`config.mk`:
```
export PLATFORM = sky130hd
export DESIGN_NAME = bcd_clock
export DESIGN_NICKNAME = d
export VERILOG_FILES = /design/src/rtl/bcd_clock.sv
export SDC_FILE = /design/constraint.sdc
export NUM_CORES = 1
export LEC_CHECK = 0
export ABC_AREA = 1
export CORE_MARGIN = 3
export CORE_UTILIZATION = 35
export CTS_CLUSTER_SIZE = 30
export DETAILED_ROUTE_END_ITERATION = 7
export GPL_TIMING_DRIVEN = 0
export HOLD_SLACK_MARGIN = 0.02
export PLACE_DENSITY = 0.5
export SLEW_MARGIN = 30
export SYNTH_ARGS = -nofsm -noshare
export SYNTH_HDL_FRONTEND = slang
export SYNTH_SLANG_ARGS = --single-unit
```
`constraint.sdc`:
```
create_clock -name clk -period 2.5 [get_ports clk]
set_input_delay 0.5 -clock clk [delete_from_list [all_inputs] [get_ports clk]]
set_output_delay 0.5 -clock clk [all_outputs]
set_load 0.03 [all_outputs]
```
`src/rtl/bcd_clock.sv`:
```
//==============================================================================
// Module      : bcd_clock
// Description : Prescaled single-digit BCD counter (0..9, wrapping) with a
//               7-segment decode of the current digit.
// Revision    : 1.0 - initial release
//==============================================================================
`default_nettype none

module bcd_clock #(
    parameter int DIV        = 50_000_000,
    parameter bit ACTIVE_LOW = 1'b1
) (
    input  logic       clk,
    input  logic       rst,
    input  logic       enable,
    output logic [0:6] seg_out
);

    localparam int               PRE_W   = (DIV > 1) ? $clog2(DIV) : 1;
    localparam logic [PRE_W-1:0] PRE_MAX = PRE_W'(DIV - 1);
    localparam logic [PRE_W-1:0] PRE_ONE = PRE_W'(1);

    logic [PRE_W-1:0] pre_q;
    logic [PRE_W-1:0] pre_d;
    logic [3:0]       digit_q;
    logic [3:0]       digit_d;
    logic [0:6]       seg_al;

    always_comb begin
        pre_d   = pre_q;
        digit_d = digit_q;
        if (enable) begin
            if (pre_q == PRE_MAX) begin
                pre_d   = '0;
                // Out-of-range codes fall back to 0 on the next advance.
                digit_d = (digit_q >= 4'd9) ? 4'd0 : digit_q + 4'd1;
            end else begin
                pre_d = pre_q + PRE_ONE;
            end
        end
    end

    always_ff @(posedge clk) begin
        if (rst) begin
            pre_q   <= '0;
            digit_q <= 4'd0;
        end else begin
            pre_q   <= pre_d;
            digit_q <= digit_d;
        end
    end

    // Patterns are written a..g left to right, lit segment = 0.
    always_comb begin
        seg_al = 7'b1111111;
        case (digit_q)
            4'd0:    seg_al = 7'b0000001;
            4'd1:    seg_al = 7'b1001111;
            4'd2:    seg_al = 7'b0010010;
            4'd3:    seg_al = 7'b0000110;
            4'd4:    seg_al = 7'b1001100;
            4'd5:    seg_al = 7'b0100100;
            4'd6:    seg_al = 7'b0100000;
            4'd7:    seg_al = 7'b0001111;
            4'd8:    seg_al = 7'b0000000;
            4'd9:    seg_al = 7'b0000100;
            default: seg_al = 7'b1111111;
        endcase
    end

    generate
        if (ACTIVE_LOW) begin : g_active_low
            assign seg_out = seg_al;
        end else begin : g_active_high
            assign seg_out = ~seg_al;
        end
    endgenerate

endmodule

`default_nettype wire

```
### Word-level counts from Yosys, hierarchy flattened

Memory sizes are Yosys's and may differ from the RTL's. A register that Yosys moved wholly into a read port is not among the register bits.
Cells that the tools add are included.
W data, S select, Z words.

* input bits: 3
* memories kept: 1
* flip-flop bits (word level): 30
* output and inout bits: 7
* memory bits (read-only): 112

* magnitude comparators: 1
* reduce and logical (&&, ||, !) cells: 1
* add/sub/neg operators: 2
* equal/unequal tests: 1
* mux-type cells: 4

Memory list
* (no name shown): depth 16, width 7, rd ports 1, clocked after Yosys merged registers in 1, wr ports 0, line 56 `case (digit_q)`

Operator list (count)
* $add A26 B1 Y26 const B: 1
* $eq A26 B26 Y1 const B: 1
* $mux W26: 1
* $mux W4: 3
* $add A4 B1 Y4 const B: 1
* $ge A4 B4 Y1 const B: 1
* $reduce_and A2 Y1: 1

### Logic depth before layout (Yosys ltp)

* word-level depth: 4
* mapped depth: 16
* gate-level depth less buffers: 16

### Least setup slack after synthesis

Ideal clock, no wire load.

* path kind: reg2reg
* start: register pre_q[0]
* end: register, netlist name seg_out[5]
* data arrival time: 1833 ps
* required time: 2387 ps
* cell stages (with the launch flop): 16
* slack: 554 ps
* cells stage by stage: dfxtp_1 ha_1 inv_1 nor2_1 nand2_1 nor2_4 nand3_4 nand2_1 nand2_1 nand2_1 inv_1 ha_1 inv_1 nand4_1 nand3_1 nand2_1

* longest elaborated chain between the ends: 4

Ends and longest elaborated chain
* start: declaration: line 23 `logic [PRE_W-1:0] pre_q;`
* start signal: assignment: line 48 `pre_q <= pre_d;`
* $eq A26 B26 Y1: line 33 `if (pre_q == PRE_MAX) begin`
* $reduce_and A2 Y1 (no line)
* $mux W4 (no line) (2 in a row)

Every way passes these cells.
A chain may end at the register's enable or synchronous reset.

### Worst setup path after layout

* start: input port enable
* end: register, netlist name seg_out[6]

* longest elaborated chain between the ends: 3

Ends and longest elaborated chain
* start: declaration: line 15 `input logic enable,`
* $reduce_and A2 Y1 (no line)
* $mux W4 (no line) (2 in a row)

Every way passes these cells.

==> flow_summary.ini <==
[clock_network]
h-tree-depth = 2
cts_setup_buffers = 0
clock-root-buffer = clkbuf_8
clk_pin_slew_ns = 0.07
cts_tree = built
cts.sinks = 37
cts_buffer_depth = 2
insertion_delay_ns = 0.28
cts_buffers = 5

[critical_path]
cpPeakStageDelay_ns = 0.58
worstPathRequired_ns = 2.68
critPathCaptureType = flop
cp_data_arrival_time_ns = 2.38
cp_common_cell = nand2_1
cpMaxStageDelayCell = clkdlybuf4s50_1
critPathMaxFanout = 10
cp_num_buf_inv = 4
crit_chain = clkdlybuf4s50_1, clkbuf_2, nand2_1, nand2_1, nand2_1, nand2_1, inv_1, ha_1, inv_1, nand4_1, nand3_1, nand2_1
path_class = input port to flop
crit_path_start_kind = input port
path_delay_family = buffers and inverters

[power_and_ir_drop]
clockPowerShare_pct = 40.2
seq_power_share_pct = 56.8
powerDensity_nw_per_um2 = 449.4
finalPower_mw = 1.047
switchingPower_mw = 0.2264
comb_power_share_pct = 3.0
swShare_pct = 21.63
p_int_mw = 0.8205
ir_worst_vdd_uv = 243.5
leakagePower_nw = 0.9840

[yosys]
ys_seq_elements = 37
synth_flop_cell = dfxtp_1
synth_top_area_cell = dfxtp_1
synth-async-reset-ratio_pct = 0
yosysWarnings = 0
synth_area_leaders = dfxtp_1, nand2_1, inv_1, nor2_1, ha_1
synth_area_um2 = 2059
synth_edf_count = 0
synth_top_area_share_pct = 35.97
synth_seq_area_share_pct = 35.97
synthTopCellsByCount = nand2_1, inv_1, nor2_1
synth_cells = 296
synth_nets = 309
syn_avg_cell_area_um2 = 6.958
post-synth-top-count-cell = nand2_1
yosysUniqueCellTypes = 29

[timing]
skew_ns = 0.002860
setup_viol = 0
tns_ns = 0
post-route-period-util_pct = 87.73
timing.hold.ws_ns = 0.4756
period_minus_slack_ns = 2.193
max_slew_margin_pct = 66.59
fmax_mhz = 455.9
rsz0062_at_grt = no
hold_viol_final = 0
worst_slew_pin_slew_ns = 0.5011
slew_viol_final = 0

[global_route]
globalRouteOverflowTotal = 0
grt_usage_pct = 14.64
grt_start_max_net_pins = 11
antenna_found_initial = 0
grt_pass1_vias = 1642
grt_pass1_wl_um = 7548

[routing]
first_iter_violations = 85
post-route-drc-count = 0
viasPerCell = 4.719
first_pass_iters = 4
wl_per_cell_um = 11.60
antenna_left = 0
via_count = 1812
drt-total-wl_um = 4455

[place]
place.gp.congestion = 0.8846
numPortBuffers = 9
hpwlAfterDp_um = 3487
placed_cell_area_um2 = 2240

[floorplanning]
dieHeight_um = 82.71
die_w_um = 82.71
rows = 27
start_util_pct = 36.72
ios = 10
core_um2 = 5608
dieArea_um2 = 6841

[final_layout]
n_antenna_cell = 0
stdcell_area_um2 = 2330
nets = 325
area_growth_pct = 13.12
drive_above_1_share_pct = 9.295

[job]
max_cap_viol_count = 0

[hold_path]
hp-class = flop to flop

[status]
outcome = completed
==> logic make-up after synthesis <==
family | count (synthesis) | synth area share [%]
AO/OA/AOI/OAI | 23 | 6.318
XOR/XNOR | 10 | 4.253
adder cells (fa/ha/maj) | 10 | 6.075
buffers and inverters | 48 | 8.870
flip-flops | 37 | 35.97
AND/OR/NAND/NOR | 168 | 38.52
==> metrics by stage <==
| step | worst slack [ns] | cells | utilization (%) |
|---|---|---|---|
| CTS | 0.1618 | 384 | 41.48 |
| detailed placement | -0.1476 | 377 | 39.94 |
| global placement | -0.1329 | 377 | 39.94 |
| global route | 0.02311 | 384 | 41.54 |
| finish | 0.3067 | 384 | 41.54 |
| floorplan | 0.5541 | 296 | - |
==> power by group through the flow <==
| stage | Combinational (mW) | Sequential (mW) | Clock (mW) |
|---|---|---|---|
| after global routing | 0.0362 | 0.595 | 0.457 |
| after CTS | 0.0319 | 0.595 | 0.439 |
| after global placement | 0.0319 | 0.608 | 0 |
| final | 0.0316 | 0.595 | 0.421 |
| after floorplan | 0.0192 | 0.608 | 0 |
| after detailed placement | 0.0317 | 0.608 | 0 |
==> registers in the layout, summed over array words and instances (netlist names) <==
| register | cells |
|---|---|
| pre_q | 26 |
| seg_out | 7 |
| digit_q | 4 |
==> what timing repair did <==
action | 4_1_cts | 5_1_grt
endpoints found under the setup margin | 0 | 2
resized for setup | 0 | 3
hold buffers | 0 | 0
==> layer usage <==
layer  GRT usage (%)  vias up  share of wire [%]
met3           3.254        8                3.5
li1                -      970                  -
met4           4.902        0                1.5
met5               0        -                  0
met1           20.32      810                 53
met2           22.36       24                 42
==> path summary, 6_finish.rpt <==
kind / to / slack, ns / start / depth (start not counted)
max reg2reg: seg_out[6] / 0.35 / pre_q[1] / 15
max: seg_out[6] / 0.31 / enable / 12
min: pre_q[12] / 0.48 / pre_q[12] / 2
min reg2reg: pre_q[12] / 0.48 / pre_q[12] / 2
==> tightest hold or removal path, stage by stage, from the launching register on <==
cell and delay [ns]:
dfxtp_1 0.33, inv_1 0.05, a21oi_1 0.05
==> cell type report <==
type,instances,area [um^2]
Inverter,46,175.2
Sequential cell,37,740.7
Timing Repair Buffer,9,90.09
Buffer,2,8.758
Fill cell,631,3278
Multi-Input combinational cell,211,1139
Tap cell,72,90.09
Clock buffer,7,86.33
==> layout by cell type, fill, tap and decap left out, drive strengths merged <==
cell	instances
nand3b	1
ha	10
clkbuf	9
nand2	72
clkinv	1
nor3b	3
nor4	1
a211oi	2
o21a	1
o21ai	9
nand4	10
inv	45
xor2	9
a21oi	11
xnor2	1
nor3	6
nand3	26
dfxtp	37
clkdlybuf4s50	9
nor2	49
(Power assumes the default switching activity.)
